--- config.mk ---
export PLATFORM = sky130hd
export DESIGN_NAME = ps2_scan_decoder
export DESIGN_NICKNAME = d
export VERILOG_FILES = /design/src/rtl/ps2_scan_decoder.sv
export SDC_FILE = /design/constraint.sdc
export NUM_CORES = 1
export LEC_CHECK = 0
export CELL_PAD_IN_SITES_DETAIL_PLACEMENT = 1
export CELL_PAD_IN_SITES_GLOBAL_PLACEMENT = 1
export CORE_MARGIN = 2
export CORE_UTILIZATION = 53
export DETAILED_ROUTE_END_ITERATION = 8
export DONT_BUFFER_PORTS = 1
export PLACE_DENSITY = 0.84
export SYNTH_ARGS = -nofsm -noshare
export SYNTH_HDL_FRONTEND = slang
export SYNTH_SLANG_ARGS = --single-unit
--- constraint.sdc ---
create_clock -name clk -period 2.8 [get_ports clk]
set_input_delay 0.42 -clock clk [delete_from_list [all_inputs] [get_ports clk]]
set_output_delay 0.42 -clock clk [all_outputs]
set_load 0.03 [all_outputs]
--- src/rtl/ps2_scan_decoder.sv ---
// PS/2 keyboard receiver: synchronise/deglitch lines, frame capture, E0/F0 prefix folding, FWFT event FIFO.
// Optional odd-parity checking is enabled by defining PS2_PARITY_CHECK_EN.
module ps2_scan_decoder #(
  parameter int FILTER_LEN     = 4,
  parameter int TIMEOUT_CYCLES = 20000,
  parameter int FIFO_DEPTH     = 8
) (
  input  logic                            clk,
  input  logic                            reset,
  input  logic                            ps2_clk,
  input  logic                            ps2_data,
  output logic                            ev_valid,
  input  logic                            ev_ready,
  output logic [7:0]                      ev_code,
  output logic                            ev_ext,
  output logic                            ev_break,
  output logic [$clog2(FIFO_DEPTH+1)-1:0] ev_count,
  output logic                            parity_err,
  output logic                            frame_err,
  output logic                            overflow
);

  localparam int CW = $clog2(FIFO_DEPTH + 1);
  localparam int PW = $clog2(FIFO_DEPTH);
  localparam int TW = $clog2(TIMEOUT_CYCLES + 1);

  typedef enum logic [1:0] {IDLE, DATA, PARITY, STOP} state_t;

  logic [1:0] clk_sync_q, dat_sync_q;
  logic [3:0] clk_cnt_q, dat_cnt_q;
  logic       clk_f_q, dat_f_q, clk_f_prev_q;
  logic       fall;

  always_ff @(posedge clk or posedge reset) begin
    if (reset) begin
      clk_sync_q <= 2'b11;
      dat_sync_q <= 2'b11;
    end else begin
      clk_sync_q <= {clk_sync_q[0], ps2_clk};
      dat_sync_q <= {dat_sync_q[0], ps2_data};
    end
  end

  // A filtered line flips only after FILTER_LEN consecutive disagreeing samples.
  always_ff @(posedge clk or posedge reset) begin
    if (reset) begin
      clk_cnt_q    <= '0;
      dat_cnt_q    <= '0;
      clk_f_q      <= 1'b1;
      dat_f_q      <= 1'b1;
      clk_f_prev_q <= 1'b1;
    end else begin
      clk_f_prev_q <= clk_f_q;
      if (clk_sync_q[1] == clk_f_q) begin
        clk_cnt_q <= '0;
      end else if (clk_cnt_q == 4'(FILTER_LEN - 1)) begin
        clk_f_q   <= clk_sync_q[1];
        clk_cnt_q <= '0;
      end else begin
        clk_cnt_q <= clk_cnt_q + 4'd1;
      end
      if (dat_sync_q[1] == dat_f_q) begin
        dat_cnt_q <= '0;
      end else if (dat_cnt_q == 4'(FILTER_LEN - 1)) begin
        dat_f_q   <= dat_sync_q[1];
        dat_cnt_q <= '0;
      end else begin
        dat_cnt_q <= dat_cnt_q + 4'd1;
      end
    end
  end

  assign fall = clk_f_prev_q & ~clk_f_q;

  state_t      state_q;
  logic [2:0]  ptr_q;
  logic [7:0]  byte_q;
  logic [TW-1:0] tmo_q;
  logic        ext_q, brk_q;
  logic        push_q;
  logic [9:0]  push_dat_q;
  logic        frame_err_q;
`ifdef PS2_PARITY_CHECK_EN
  logic        par_q;
  logic        parity_err_q;
`endif

  always_ff @(posedge clk or posedge reset) begin
    if (reset) begin
      state_q      <= IDLE;
      ptr_q        <= '0;
      byte_q       <= '0;
      tmo_q        <= '0;
      ext_q        <= 1'b0;
      brk_q        <= 1'b0;
      push_q       <= 1'b0;
      push_dat_q   <= '0;
      frame_err_q  <= 1'b0;
`ifdef PS2_PARITY_CHECK_EN
      par_q        <= 1'b0;
      parity_err_q <= 1'b0;
`endif
    end else begin
      push_q      <= 1'b0;
      frame_err_q <= 1'b0;
`ifdef PS2_PARITY_CHECK_EN
      parity_err_q <= 1'b0;
`endif
      if (fall || state_q == IDLE) tmo_q <= '0;
      else                         tmo_q <= tmo_q + 1'b1;

      if (state_q != IDLE && !fall && tmo_q == TW'(TIMEOUT_CYCLES)) begin
        state_q     <= IDLE;
        frame_err_q <= 1'b1;
        ext_q       <= 1'b0;
        brk_q       <= 1'b0;
      end else if (fall) begin
        case (state_q)
          IDLE: begin
            if (!dat_f_q) begin
              state_q <= DATA;
              ptr_q   <= '0;
            end
          end
          DATA: begin
            byte_q[ptr_q] <= dat_f_q;
            if (ptr_q == 3'd7) state_q <= PARITY;
            else               ptr_q   <= ptr_q + 3'd1;
          end
          PARITY: begin
`ifdef PS2_PARITY_CHECK_EN
            par_q <= dat_f_q;
`endif
            state_q <= STOP;
          end
          STOP: begin
            state_q <= IDLE;
            if (!dat_f_q) begin
              frame_err_q <= 1'b1;
`ifdef PS2_PARITY_CHECK_EN
            end else if (~^{byte_q, par_q}) begin
              parity_err_q <= 1'b1;
`endif
            end else if (byte_q == 8'hE0) begin
              ext_q <= 1'b1;
            end else if (byte_q == 8'hF0) begin
              brk_q <= 1'b1;
            end else begin
              push_q     <= 1'b1;
              push_dat_q <= {ext_q, brk_q, byte_q};
              ext_q      <= 1'b0;
              brk_q      <= 1'b0;
            end
          end
          default: state_q <= IDLE;
        endcase
      end
    end
  end

  logic [9:0]    mem_q [FIFO_DEPTH];
  logic [PW-1:0] wr_ptr_q, rd_ptr_q;
  logic [CW-1:0] cnt_q, cnt_d;
  logic          pop, push_ok;
  logic [9:0]    head;

  assign pop     = (cnt_q != '0) && ev_ready;
  assign push_ok = push_q && ((cnt_q < CW'(FIFO_DEPTH)) || pop);

  always_comb begin
    cnt_d = cnt_q;
    if (push_ok && !pop)      cnt_d = cnt_q + 1'b1;
    else if (!push_ok && pop) cnt_d = cnt_q - 1'b1;
  end

  always_ff @(posedge clk or posedge reset) begin
    if (reset) begin
      wr_ptr_q <= '0;
      rd_ptr_q <= '0;
      cnt_q    <= '0;
    end else begin
      if (push_ok) wr_ptr_q <= wr_ptr_q + 1'b1;
      if (pop)     rd_ptr_q <= rd_ptr_q + 1'b1;
      cnt_q <= cnt_d;
    end
  end

  always_ff @(posedge clk) begin
    if (push_ok) mem_q[wr_ptr_q] <= push_dat_q;
  end

  // Head fields are gated so an empty FIFO presents all zeros.
  assign head     = mem_q[rd_ptr_q];
  assign ev_valid = (cnt_q != '0);
  assign ev_code  = ev_valid ? head[7:0] : 8'h00;
  assign ev_break = ev_valid & head[8];
  assign ev_ext   = ev_valid & head[9];
  assign ev_count = cnt_q;
  assign frame_err = frame_err_q;
  assign overflow  = push_q & ~push_ok;
`ifdef PS2_PARITY_CHECK_EN
  assign parity_err = parity_err_q;
`else
  assign parity_err = 1'b0;
`endif

endmodule

==> impl_metrics.tcl <==
set metrics [dict create \
    power_mw 6.79 \
    numCtsBuffers 17 \
    grt_max_degree 30 \
    path_clk_slew_ps 60 \
    drive_gt1_share_pct 22.9 \
    synth_edf_count 80 \
    status "finished clean" \
    synth-main-ff-cell "edfxtp_1" \
    cp-startpoint "ev_count[3]$_DFFE_PP0P_" \
    fin_crit_ps 2660 \
    cts_resized 0 \
    synth_fp_nets 418 \
    start_util_pct 54.0 \
    ys_async_sr_fraction_pct 45.6 \
    min_from "ev_ready" \
    hold_violations 0 \
    cp-start-kind "register" \
    rsz0062_at_grt "no" \
    slowest_delay_ps 710 \
    ir_drop_mv 0.919 \
    wl_um 13400 \
    cp_max_fo 10 \
    ant_nets 0 \
    die_height_um 111 \
    syn_area_per_cell_sq_um 15.4 \
    dp_hpwl_um 8400 \
    drt_iter0_drc 190 \
    final_common_cell "edfxtp_1" \
    finalSetupTns_ps 0 \
    syn_area_sq_mm 0.00611 \
    slew_viol_final 0 \
    antenna_found_initial 0 \
    whs_ps 196 \
    area_growth_syn_to_layout_pct 14.0 \
    gr-total-overflow 0 \
    powerDensity_mw_per_mm2 974 \
    cap_violations 0 \
    grt_pass1_wl_um 21500 \
    first_global_vias 3866 \
    hold_path.class "primary input to register" \
    yosysWarningCount 0 \
    dieArea_sq_mm 0.0124 \
    io_pins 23 \
    cp.required_ps 2380 \
    final_area_sq_mm 0.00697 \
    grt_use_total_pct 23.3 \
    ys_types 44 \
    cts.htree.levels 4 \
    seq_area_frac_synth_pct 66.9 \
    cts.sinks 147 \
    vias 3433 \
    worstReg2RegStart "ev_count[3]$_DFFE_PP0P_" \
    chipWidth_um 111 \
    viasPerCell 5.93 \
    place.gp.congestion 0.756 \
    slew_headroom_pct 42.3 \
    finalNonFillerCells 579 \
    coreArea_sq_mm 0.0113 \
    seq_area_sq_mm 0.00409 \
    multi_input_area_sq_mm 0.00190 \
    final_cell_mix "edfxtp_1, dfrtp_1, nand2_1" \
    path_cells "or4_4 > nor2b_1 > a22o_1" \
    dr.pass1.iters 5 \
    worstPathArrival_ps 2240 \
    clockBufferDepth 2 \
    worstSetupPathType "register to output port" \
    nets 445 \
    worst_r2r_path_depth 9 \
    power_leakage_nw 2.66 \
    cp-end-kind "output port" \
    place_inst 545 \
    cts_tree "yes" \
    synth_seq_cells 147 \
    tightest_slew_ps 863 \
    synthCells 397 \
    clock_latency_ps 430 \
    hold_depth 2 \
    routedWlPerCell_um 23.1 \
    cp_slowest_cell "nor2b_1" \
    fin_skew_ps 13.2 \
    rows 39 \
    cts_root_buf "clkbuf_16" \
    finalSetupViolations 0 \
    fmax_mhz 376 \
    antennaDiodeCount 0 \
    place_area_sq_mm 0.00634 \
    fin_crit_sh_pct 94.9 \
    fill_cells 1024 \
    io_buffers 0 \
    drc 0 \
]
[flip-flops by register name, summed over array words and instances, names as in the netlist]
register	count
clk_f_q	1
push_dat_q	10
state_q	2
tmo_q	15
dat_sync_q	2
wr_ptr_q	3
push_q	1
dat_f_q	1
rd_ptr_q	3
dat_cnt_q	4
frame_err	1
ptr_q	3
clk_f_prev_q	1
brk_q	1
ev_count	4
clk_cnt_q	4
clk_sync_q	2
ext_q	1
byte_q	8
mem_q	80
[what timing repair did]
action | 4_1_cts | 5_1_grt
setup buffers | 0 | 0
hold buffers | 3 | 0
hold endpoints to repair | 25 | 0
[logic make-up (layout without fill, tap and decap cells)]
kind of cell    after synthesis  in the layout  synth area share, %
compound gates               29             29                 3.25
buf+inv                      25             64                 2.07
other cells                   1              1               0.0613
xor+xnor                     23             23                 3.30
simple gates                115            115                 9.82
flops                       147            147                 66.9
mux                          41             41                 11.2
fa+ha+maj                    16             16                 3.40
[final timing paths]
kind / end / slack [ps]
max: ev_code[7] / 140
min: rd_ptr_q[2]$_DFFE_PP0P_ / 200
max reg2reg: ev_count[3]$_DFFE_PP0P_ / 210
min reg2reg: dat_sync_q[1]$_DFF_PP1_ / 360
max in group asynchronous: dat_f_q$_DFFE_PP1P_ / 1470
min in group asynchronous: rd_ptr_q[1]$_DFFE_PP0P_ / 570
[power breakdown]
group	internal, mW	leakage (nW)	switching (mW)
registers	2.51	1.59	0.231
clock network	1.40	0.279	0.915
logic	0.660	0.789	1.06
[cell type report]
type                       count  area share, %
clock buffer                  17           6.10
timing repair buffer          19           2.15
sequential                   147           58.6
clock inverter                14           2.53
multi-input combinational    225           27.2
tap                          143           2.57
inverter                      14          0.754
[synth_stat cells, types with 2 or more instances]
cell | instances | share of area [%]
and3_1 | 3 | 0.31
nand2b_1 | 7 | 0.72
nand3_1 | 11 | 0.90
buf_4 | 2 | 0.25
mux2_2 | 21 | 3.9
a21oi_1 | 6 | 0.49
mux4_2 | 20 | 7.4
buf_6 | 3 | 0.55
ha_1 | 15 | 3.1
nor3_1 | 6 | 0.49
nor3b_1 | 2 | 0.25
buf_2 | 2 | 0.16
nand3b_1 | 3 | 0.37
xor2_1 | 13 | 1.9
a22o_1 | 10 | 1.4
nand2_1 | 27 | 1.7
nor2_1 | 26 | 1.6
nor2b_1 | 4 | 0.41
nand4_1 | 8 | 0.82
clkbuf_1 | 4 | 0.25
inv_1 | 14 | 0.86
edfxtp_1 | 80 | 39
dfstp_2 | 7 | 3.0
nor4_1 | 4 | 0.41
xnor2_1 | 10 | 1.4
and4_1 | 5 | 0.72
o21ai_0 | 7 | 0.57
o31ai_1 | 2 | 0.25
dfrtp_1 | 60 | 25
[worst max-delay path, delay by kind of cell, from the launching register on]
kind             cells  cell delay, ps
AND/OR/NAND/NOR      2             940
flip-flops           1             390
AO/OA/AOI/OAI        1             470
[per-layer routing]
layer | track usage, % | part of all wire [%] | wire length (um) | vias up
li1 | - | - | - | 1537
met1 | 27.2 | 39 | 5210 | 1785
met2 | 41.7 | 54 | 7260 | 83
met3 | 5.28 | 4.2 | 555 | 28
met4 | 9.30 | 2.6 | 344 | 0
met5 | 0 | 0 | 0 | -
[through the flow]
step                setup WS [ps]  util [%]
floorplan                     266         -
global placement              412      56.0
detailed placement            287      56.0
CTS                           109      61.6
global route                 32.5      61.6
finish                        142      61.6
No activity file was read; power rests on OpenSTA's default activity.
